--- config.mk ---
export PLATFORM = sky130hd
export DESIGN_NAME = rr_mux_arbiter
export DESIGN_NICKNAME = d
export VERILOG_FILES = /design/src/rtl/rr_mux_arbiter.sv
export SDC_FILE = /design/constraint.sdc
export NUM_CORES = 1
export LEC_CHECK = 0
export ABC_CLOCK_PERIOD_IN_PS = 2650
export BUFFER_PORTS_ARGS = -buffer_cell sky130_fd_sc_hd__buf_2
export CAP_MARGIN = 20
export CELL_PAD_IN_SITES_DETAIL_PLACEMENT = 0
export CELL_PAD_IN_SITES_GLOBAL_PLACEMENT = 1
export CORE_ASPECT_RATIO = 0.75
export CORE_MARGIN = 10
export CORE_UTILIZATION = 33
export CTS_CLUSTER_DIAMETER = 200
export DETAILED_ROUTE_END_ITERATION = 10
export PLACE_DENSITY = 0.76
export SLEW_MARGIN = 20
export SYNTH_ARGS = -nofsm -noshare
export SYNTH_HDL_FRONTEND = slang
export SYNTH_SLANG_ARGS = --single-unit
export TNS_END_PERCENT = 100
--- constraint.sdc ---
create_clock -name clk -period 2.65 [get_ports clk]
set_input_delay 0.265 -clock clk [delete_from_list [all_inputs] [get_ports clk]]
set_output_delay 0.265 -clock clk [all_outputs]
set_load 0.03 [all_outputs]
--- src/rtl/rr_mux_arbiter.sv ---
// rr_mux_arbiter: round-robin scheduler that shares one W-bit valid/ready output
// channel among four req/ack requesters by driving the select of a 4:1 data mux.
// A grant lasts up to QUANTUM accepted beats or until its requester drops req.
// When a grant is released, arbitration restarts just past the released
// requester in the same cycle, so there is no bubble.
//
// Ports:
//   clk        system clock, rising edge
//   rst        asynchronous active-high reset
//   req[3:0]   req[i]=1: requester i offers a beat on data_i
//   data_0..3  requester payloads (W bits each)
//   ack[3:0]   ack[i]=1: beat from requester i accepted this cycle
//   out_valid  out_data holds a valid beat
//   out_ready  sink accepts a beat when out_valid & out_ready
//   out_data   mux(data_0..3, sel), combinational from sel
//   sel[1:0]   current mux select (registered)
//   grant[3:0] one-hot grant (registered), 0 when idle
module rr_mux_arbiter #(
  parameter int unsigned W       = 8,
  parameter int unsigned QUANTUM = 4
) (
  input  logic         clk,
  input  logic         rst,
  input  logic [3:0]   req,
  input  logic [W-1:0] data_0,
  input  logic [W-1:0] data_1,
  input  logic [W-1:0] data_2,
  input  logic [W-1:0] data_3,
  output logic [3:0]   ack,
  output logic         out_valid,
  input  logic         out_ready,
  output logic [W-1:0] out_data,
  output logic [1:0]   sel,
  output logic [3:0]   grant
);

  typedef enum logic {StIdle, StBusy} state_e;

  // cnt+1 == QUANTUM, expressed against the current count
  localparam logic [7:0] QuantumLast = 8'(QUANTUM - 1);

  state_e     state_q, state_d;
  logic [1:0] sel_q, sel_d;
  logic [3:0] grant_q, grant_d;
  logic [1:0] ptr_q, ptr_d;
  logic [7:0] cnt_q, cnt_d;

  logic [1:0] scan_base;
  logic [1:0] scan_idx;
  logic [1:0] winner;
  logic       found;
  logic       xfer;
  logic       release_grant;

  // In BUSY the scan is only used on release, where the new pointer is sel+1;
  // this puts the released requester last so it only wins when it is alone.
  always_comb begin
    scan_base = (state_q == StBusy) ? sel_q + 2'd1 : ptr_q;
    scan_idx  = scan_base;
    winner    = scan_base;
    found     = 1'b0;
    for (int i = 0; i < 4; i++) begin
      scan_idx = scan_base + 2'(i);
      if (!found && req[scan_idx]) begin
        winner = scan_idx;
        found  = 1'b1;
      end
    end
  end

  always_comb begin
    state_d       = state_q;
    sel_d         = sel_q;
    grant_d       = grant_q;
    ptr_d         = ptr_q;
    cnt_d         = cnt_q;
    out_valid     = 1'b0;
    ack           = 4'b0000;
    xfer          = 1'b0;
    release_grant = 1'b0;

    unique case (state_q)
      StIdle: begin
        if (found) begin
          state_d = StBusy;
          sel_d   = winner;
          grant_d = 4'b0001 << winner;
          cnt_d   = 8'd0;
        end
      end
      StBusy: begin
        out_valid     = req[sel_q];
        ack           = grant_q & {4{req[sel_q] & out_ready}};
        xfer          = out_valid & out_ready;
        release_grant = (xfer && (cnt_q == QuantumLast)) || !req[sel_q];
        if (release_grant) begin
          ptr_d = sel_q + 2'd1;
          cnt_d = 8'd0;
          if (found) begin
            sel_d   = winner;
            grant_d = 4'b0001 << winner;
          end else begin
            state_d = StIdle;
            grant_d = 4'b0000;
          end
        end else if (xfer) begin
          cnt_d = cnt_q + 8'd1;
        end
      end
      default: begin
        state_d = StIdle;
        grant_d = 4'b0000;
      end
    endcase
  end

  always_ff @(posedge clk or posedge rst) begin
    if (rst) begin
      state_q <= StIdle;
      sel_q   <= 2'd0;
      grant_q <= 4'b0000;
      ptr_q   <= 2'd0;
      cnt_q   <= 8'd0;
    end else begin
      state_q <= state_d;
      sel_q   <= sel_d;
      grant_q <= grant_d;
      ptr_q   <= ptr_d;
      cnt_q   <= cnt_d;
    end
  end

  always_comb begin
    unique case (sel_q)
      2'd0:    out_data = data_0;
      2'd1:    out_data = data_1;
      2'd2:    out_data = data_2;
      default: out_data = data_3;
    endcase
  end

  assign sel   = sel_q;
  assign grant = grant_q;

endmodule

### After elaboration in Yosys (flattened, before gate mapping)

Cells that the tools add are included.

| word-level totals | value |
|---|---|
| register bits | 17 |
| input port bits | 39 |
| output and inout bits | 19 |
| logic and storage cells | 73 |

| cells by class | value |
|---|---|
| $add $sub $neg | 5 |
| order comparisons | 5 |
| eq/ne operators | 6 |
| shifts and indexed selects | 1 |
| multiplexer cells | 35 |
| bitwise gates (word level) | 3 |
| reductions and logical operators | 13 |

Operators by type and width:

| operator | count |
|---|---|
| 8-bit two-way mux | 3 |
| 8-bit case mux with 3 select lines | 1 |
| 4-bit two-way mux | 4 |
| 8-bit case mux with 2 select lines | 1 |
| 2-bit by 3-bit < comparator with 1-bit output (second input constant) | 5 |
| 1-bit two-way mux | 12 |
| 2-bit two-way mux | 6 |
| 1-bit binary-select mux with 2-bit select | 5 |
| 8-bit by 1-bit adder with 8-bit output (second input constant) | 1 |
| 8-bit by 2-bit == test with 1-bit output (second input constant) | 1 |
| 4-bit case mux with 2 select lines | 1 |
| 2-bit AND reduction | 3 |
| 2-bit by 1-bit adder with 2-bit output (second input constant) | 2 |
| 2-bit adder (second input constant) | 2 |
| 4-bit bitwise AND | 1 |
| 1-bit logical AND | 4 |
| 1-bit logical NOT | 4 |
| 2-bit case mux with 2 select lines | 1 |
| 1-bit by 2-bit << shifter with 4-bit output (first input constant) | 1 |
| 3-bit by 1-bit inequality test with 1-bit output (second input constant) | 1 |
| 2-bit by 1-bit == test with 1-bit output (second input constant) | 1 |
| 2-bit == test (second input constant) | 1 |
| 2-bit logical NOT | 1 |
| 2-bit by 1-bit inequality test with 1-bit output (second input constant) | 1 |
| other kinds (5) | 5 |

### Logic depth before layout (Yosys ltp)

| depth | value |
|---|---|
| word-level depth | 18 |
| depth in mapped cells | 7 |
| depth with buffers taken out | 7 |

### Worst setup path after synthesis

No wires, ideal clock.

| timing path | value |
|---|---|
| kind | register to register |
| from | reg sel_q[1], in the netlist sel[1] |
| to | reg cnt_q[7] |
| setup time | 0.128 ns |
| arrival time | 2.036 ns |
| required time | 2.522 ns |
| path slack | 0.485 ns |
| stages on the path, launching flop included | 7 |
| path buffers | 0 |
| period minus slack after synthesis | 2.165 ns |
| cells stage by stage | dfrtp_1 -> mux2i_1 -> o22a_2 -> clkinv_1 -> a2111o_1 -> xor2_1 -> nor2_1 |

| between the ends | value |
|---|---|
| word-level cells in the longest chain between the ends | 16 |
| elaborated cells between the ends (all ways) | 34 |
| classes of those cells | add/sub: 4; eq/ne: 2; mux: 17; bitwise: 1; reduce/logical: 10 |

RTL lines:

| item | RTL line | source |
|---|---|---|
| from (decl) | 43 | `logic [1:0] sel_q, sel_d;` |
| from (signal assigned) | 126 | `sel_q <= sel_d;` |
| parallel branches: the longest is 16 deep, another holds 2-bit by 1-bit adder with 2-bit output | - |  |
| to (signal assigned) | 129 | `cnt_q <= cnt_d;` |
| to (decl) | 46 | `logic [7:0] cnt_q, cnt_d;` |

Parallel ways; which one is timed is not known. The select of a mux whose other input is x is not followed.
A chain may end at the register's enable or synchronous reset.

### Worst setup path after layout

| timing path | value |
|---|---|
| from | reg sel_q[0], in the netlist sel[0] |
| to | reg grant_q[1], in the netlist grant[1] |

| between the ends | value |
|---|---|
| word-level cells in the longest chain between the ends | 18 |
| elaborated cells between the ends (all ways) | 40 |
| classes of those cells | add/sub: 4; eq/ne: 2; shift: 1; mux: 22; bitwise: 1; reduce/logical: 10 |

RTL lines:

| item | RTL line | source |
|---|---|---|
| parallel branches: the longest is 18 deep, another holds 2-bit by 1-bit adder with 2-bit output | - |  |
| to (signal assigned) | 127 | `grant_q <= grant_d;` |
| to (decl) | 44 | `logic [3:0] grant_q, grant_d;` |

Parallel ways; which one is timed is not known. The select of a mux whose other input is x is not followed.

==> impl_metrics.yaml <==
floorplan:
  die_w_um: 92.2
  boundaryPins: 58
  die-area_um2: 6830
  core.rowCount: 19
  die_h_um: 74.1
  initial_core_util_pct: 34.8
  core_um2: 3710
final_layout:
  filler_cell_count: 394
  diodes: 0
  relative_area_change_from_synthesis_to_final_layout_pct: 29.3
  multi_input_area_um2: 777
  num-nets-final: 247
  layout.core_utilization_pct: 44.9
  drive_gt1_share_pct: 35.1
  regArea_um2: 425
global_route:
  grt_first_pass_wirelength_um: 6390
  antenna_found_initial: 0
  maximum_number_of_pins_on_one_net_before_global_route_repair: 18
  globalRouteTotalUtil_pct: 11.1
  vias_in_the_first_global_route: 1337
  global_route.overflow_total: 0
yosys:
  synthesized_instance_count: 145
  ys_top_cells_by_count: "sky130_fd_sc_hd__dfrtp_1 (17), sky130_fd_sc_hd__inv_1 (15), sky130_fd_sc_hd__nand2_1 (13), sky130_fd_sc_hd__nor2_1 (13), sky130_fd_sc_hd__mux2i_1 (12)"
  synth.most_common_cell: "sky130_fd_sc_hd__dfrtp_1"
  yosys-top-cells-area: "sky130_fd_sc_hd__dfrtp_1 (33%), sky130_fd_sc_hd__mux2i_1 (9.3%), sky130_fd_sc_hd__a222oi_1 (6.2%)"
  yosys.cell_types.count: 38
  synth-async-reset-ratio_pct: 100
  synth_ff_type: "sky130_fd_sc_hd__dfrtp_1"
  mappedNetlistArea_um2: 1290
  syn-mean-instance-area_um2: 8.89
  synth_warnings: 0
  synth_top_area_share_pct: 33.0
  synth_nets: 189
  ffs_latches_synth: 17
  most_area_hungry_cell_type_in_the_yosys_netlist: "sky130_fd_sc_hd__dfrtp_1"
  number_of_synthesized_flops_with_an_enable_pin: 0
  ys_seq_area_share_pct: 33.0
detailed_routing:
  number_of_violations_reported_at_the_end_of_detailed_routing_iteration_0: 53
  final_antenna_net_count: 0
  drt_pass1_iterations: 6
  avgRoutedWirePerCell_um: 16.0
  finalWirelength_um: 4070
  via_to_cell_ratio: 5.26
  via_count: 1335
  post-route-drc-count: 0
placement:
  place_congestion: 0.861
  buffer_ports.inserted: 57
  detailed_place_hpwl_um: 3380
clock_network:
  post_cts.resized_instances: 0
  cts_buffers: 3
  ctsRootBufferMaster: "sky130_fd_sc_hd__clkbuf_8"
  clk_path_buf_depth: 2
  path_clk_slew_ps: 70
  post_cts_hold_buffer_count: 0
  clock_insertion_delay_worst_skew_ps: 260
  post-cts-setup-buffers: 0
  htree_levels: 1
  clkSinkCount: 17
  tritoncts: "built"
run_status:
  status: "finished clean"
sta:
  fin_setup_tns_ps: 0
  final.setup_skew_ps: 7.33
  worstMarginPinSlew_ps: 664
  achievable-frequency_ghz: 0.434
  timing_max_transition_violations_final: 0
  period_needed_ps: 2300
  setup_viol_count_final: 0
  finalCritPeriodShare_pct: 86.9
  hold_violations: 0
  grt_setup_unrepaired: "no"
  max-slew-margin-rel_pct: 55.7
worst_setup_path:
  cp_num_cells: 7
  path_max_fanout: 7
  number_of_buffer_and_inverter_instances_along_the_worst_setup_path: 1
  timing.reg2reg.setup_slack_ps: 350
  timing.reg2reg.worst_path_depth: 7
  cp.required_ps: 2780
  crit_path_end: "grant[1]"
  cp-startpoint: "sel[0]"
  worst-setup-path-type: "reg2reg"
  end_kind: "flop"
  arrival_time_of_the_worst_setup_path_ps: 2440
  cpMaxStageDelayCell: "sky130_fd_sc_hd__dfrtp_1"
  critical_path.max_stage_delay_ps: 470
  reg2reg_from: "sel[0]"
  path_cells: "inv_1 > ha_1 > mux2i_1 > nand2_1 > a32oi_1 > o211ai_1 > o41ai_1"
  cell_family_with_most_cp_delay: "compound AO/OA/AOI/OAI gates"
  cp-start-kind: "flop"
  crit-reg2reg-capture: "grant[1]"
pwr:
  power.combinational.fraction_pct: 67.1
  power.share.sequential_pct: 22.1
  p_per_area_nw_per_um2: 1110
  switchingPower_uw: 981
  power.switching_fraction_pct: 53.0
  clkPwrFrac_pct: 10.7
  cellLeakagePower_uw: 0.000832
  internal_power_uw: 870
  peakVddDrop_mv: 0.430
min_path:
  worstHoldPathType: "in2async"
flow_run:
  drv.max_cap_violation_count: 0
==> cells by family after synthesis <==
logic type	Yosys count	synth area share [%]
buf+inv	21	6.70
flops	17	33.0
mux	15	11.9
xor+xnor	5	3.40
simple gates	46	19.2
fa+ha+maj	5	4.85
compound gates	36	20.9
==> metrics by stage <==
stage | power (uW) | std cells | area [um2] | worst slack [ps] | hold slack, ps
5_1_grt | 1990 | 254 | 1670 | 132 | 164
3_5_place_dp | 1660 | 250 | 1620 | 399 | 393
6_report | 1850 | 254 | 1670 | 348 | 87.4
4_1_cts | 1860 | 254 | 1670 | 364 | 117
2_1_floorplan | 1300 | 145 | 1290 | 485 | 191
3_3_place_gp | 1630 | 250 | 1620 | 451 | 385
==> power by group through the flow <==
stage | registers [uW] | logic [uW] | clock network (uW)
3_5_place_dp | 414 | 1240 | 0
4_1_cts | 411 | 1250 | 199
3_3_place_gp | 410 | 1220 | 0
6_report | 410 | 1240 | 199
5_1_grt | 426 | 1350 | 214
2_1_floorplan | 469 | 834 | 0
==> cells in the final DEF, fill, tap and decap left out, types with 2 or more instances in the layout <==
cell type	instances
sky130_fd_sc_hd__nand2b_1	3
sky130_fd_sc_hd__a222oi_1	8
sky130_fd_sc_hd__ha_1	5
sky130_fd_sc_hd__nand3_1	3
sky130_fd_sc_hd__a32oi_1	2
sky130_fd_sc_hd__and3_1	5
sky130_fd_sc_hd__a31oi_1	2
sky130_fd_sc_hd__o211ai_1	2
sky130_fd_sc_hd__clkbuf_8	3
sky130_fd_sc_hd__a21oi_1	4
sky130_fd_sc_hd__dfrtp_1	17
sky130_fd_sc_hd__xor2_1	2
sky130_fd_sc_hd__mux2_2	3
sky130_fd_sc_hd__xnor2_1	3
sky130_fd_sc_hd__o21ai_0	9
sky130_fd_sc_hd__a211oi_1	2
sky130_fd_sc_hd__inv_1	15
sky130_fd_sc_hd__buf_2	57
sky130_fd_sc_hd__nand2_1	13
sky130_fd_sc_hd__nor2_1	13
sky130_fd_sc_hd__mux2i_1	12
==> how the worst min path moves through the flow <==
stage / from / endpoint / slack, ps / cells past startpoint
2_1_floorplan: rst / cnt_q[0] / 190 / 1
3_3_place_gp: rst / cnt_q[5] / 390 / 2
3_5_place_dp: rst / cnt_q[5] / 390 / 2
4_1_cts: rst / cnt_q[5] / 120 / 2
5_1_grt: rst / cnt_q[5] / 160 / 2
6_report: rst / cnt_q[5] / 90 / 2
==> layout make-up <==
type,instances,share of cell area (%)
Clock buffer,3,2.48
Inverter,16,3.60
Multi-Input combinational cell,107,46.6
Clock inverter,1,0.300
Sequential cell,17,25.5
Timing Repair Buffer,58,17.6
Tap cell,52,3.90
==> flip-flops by register name, summed over array words and instances, names as in the netlist <==
register	flops
sel	2
ptr_q	2
grant	4
state_q	1
cnt_q	8
==> metal layers <==
layer  up-vias  part of all wire (%)  GRT usage (%)
li1        650                     -              -
met1       639                    41           13.3
met2        40                    53           19.8
met3         6                   3.9           2.21
met4         0                   1.5           3.58
met5         -                     0              0
Note: power is estimated with default switching activity, not from simulation.
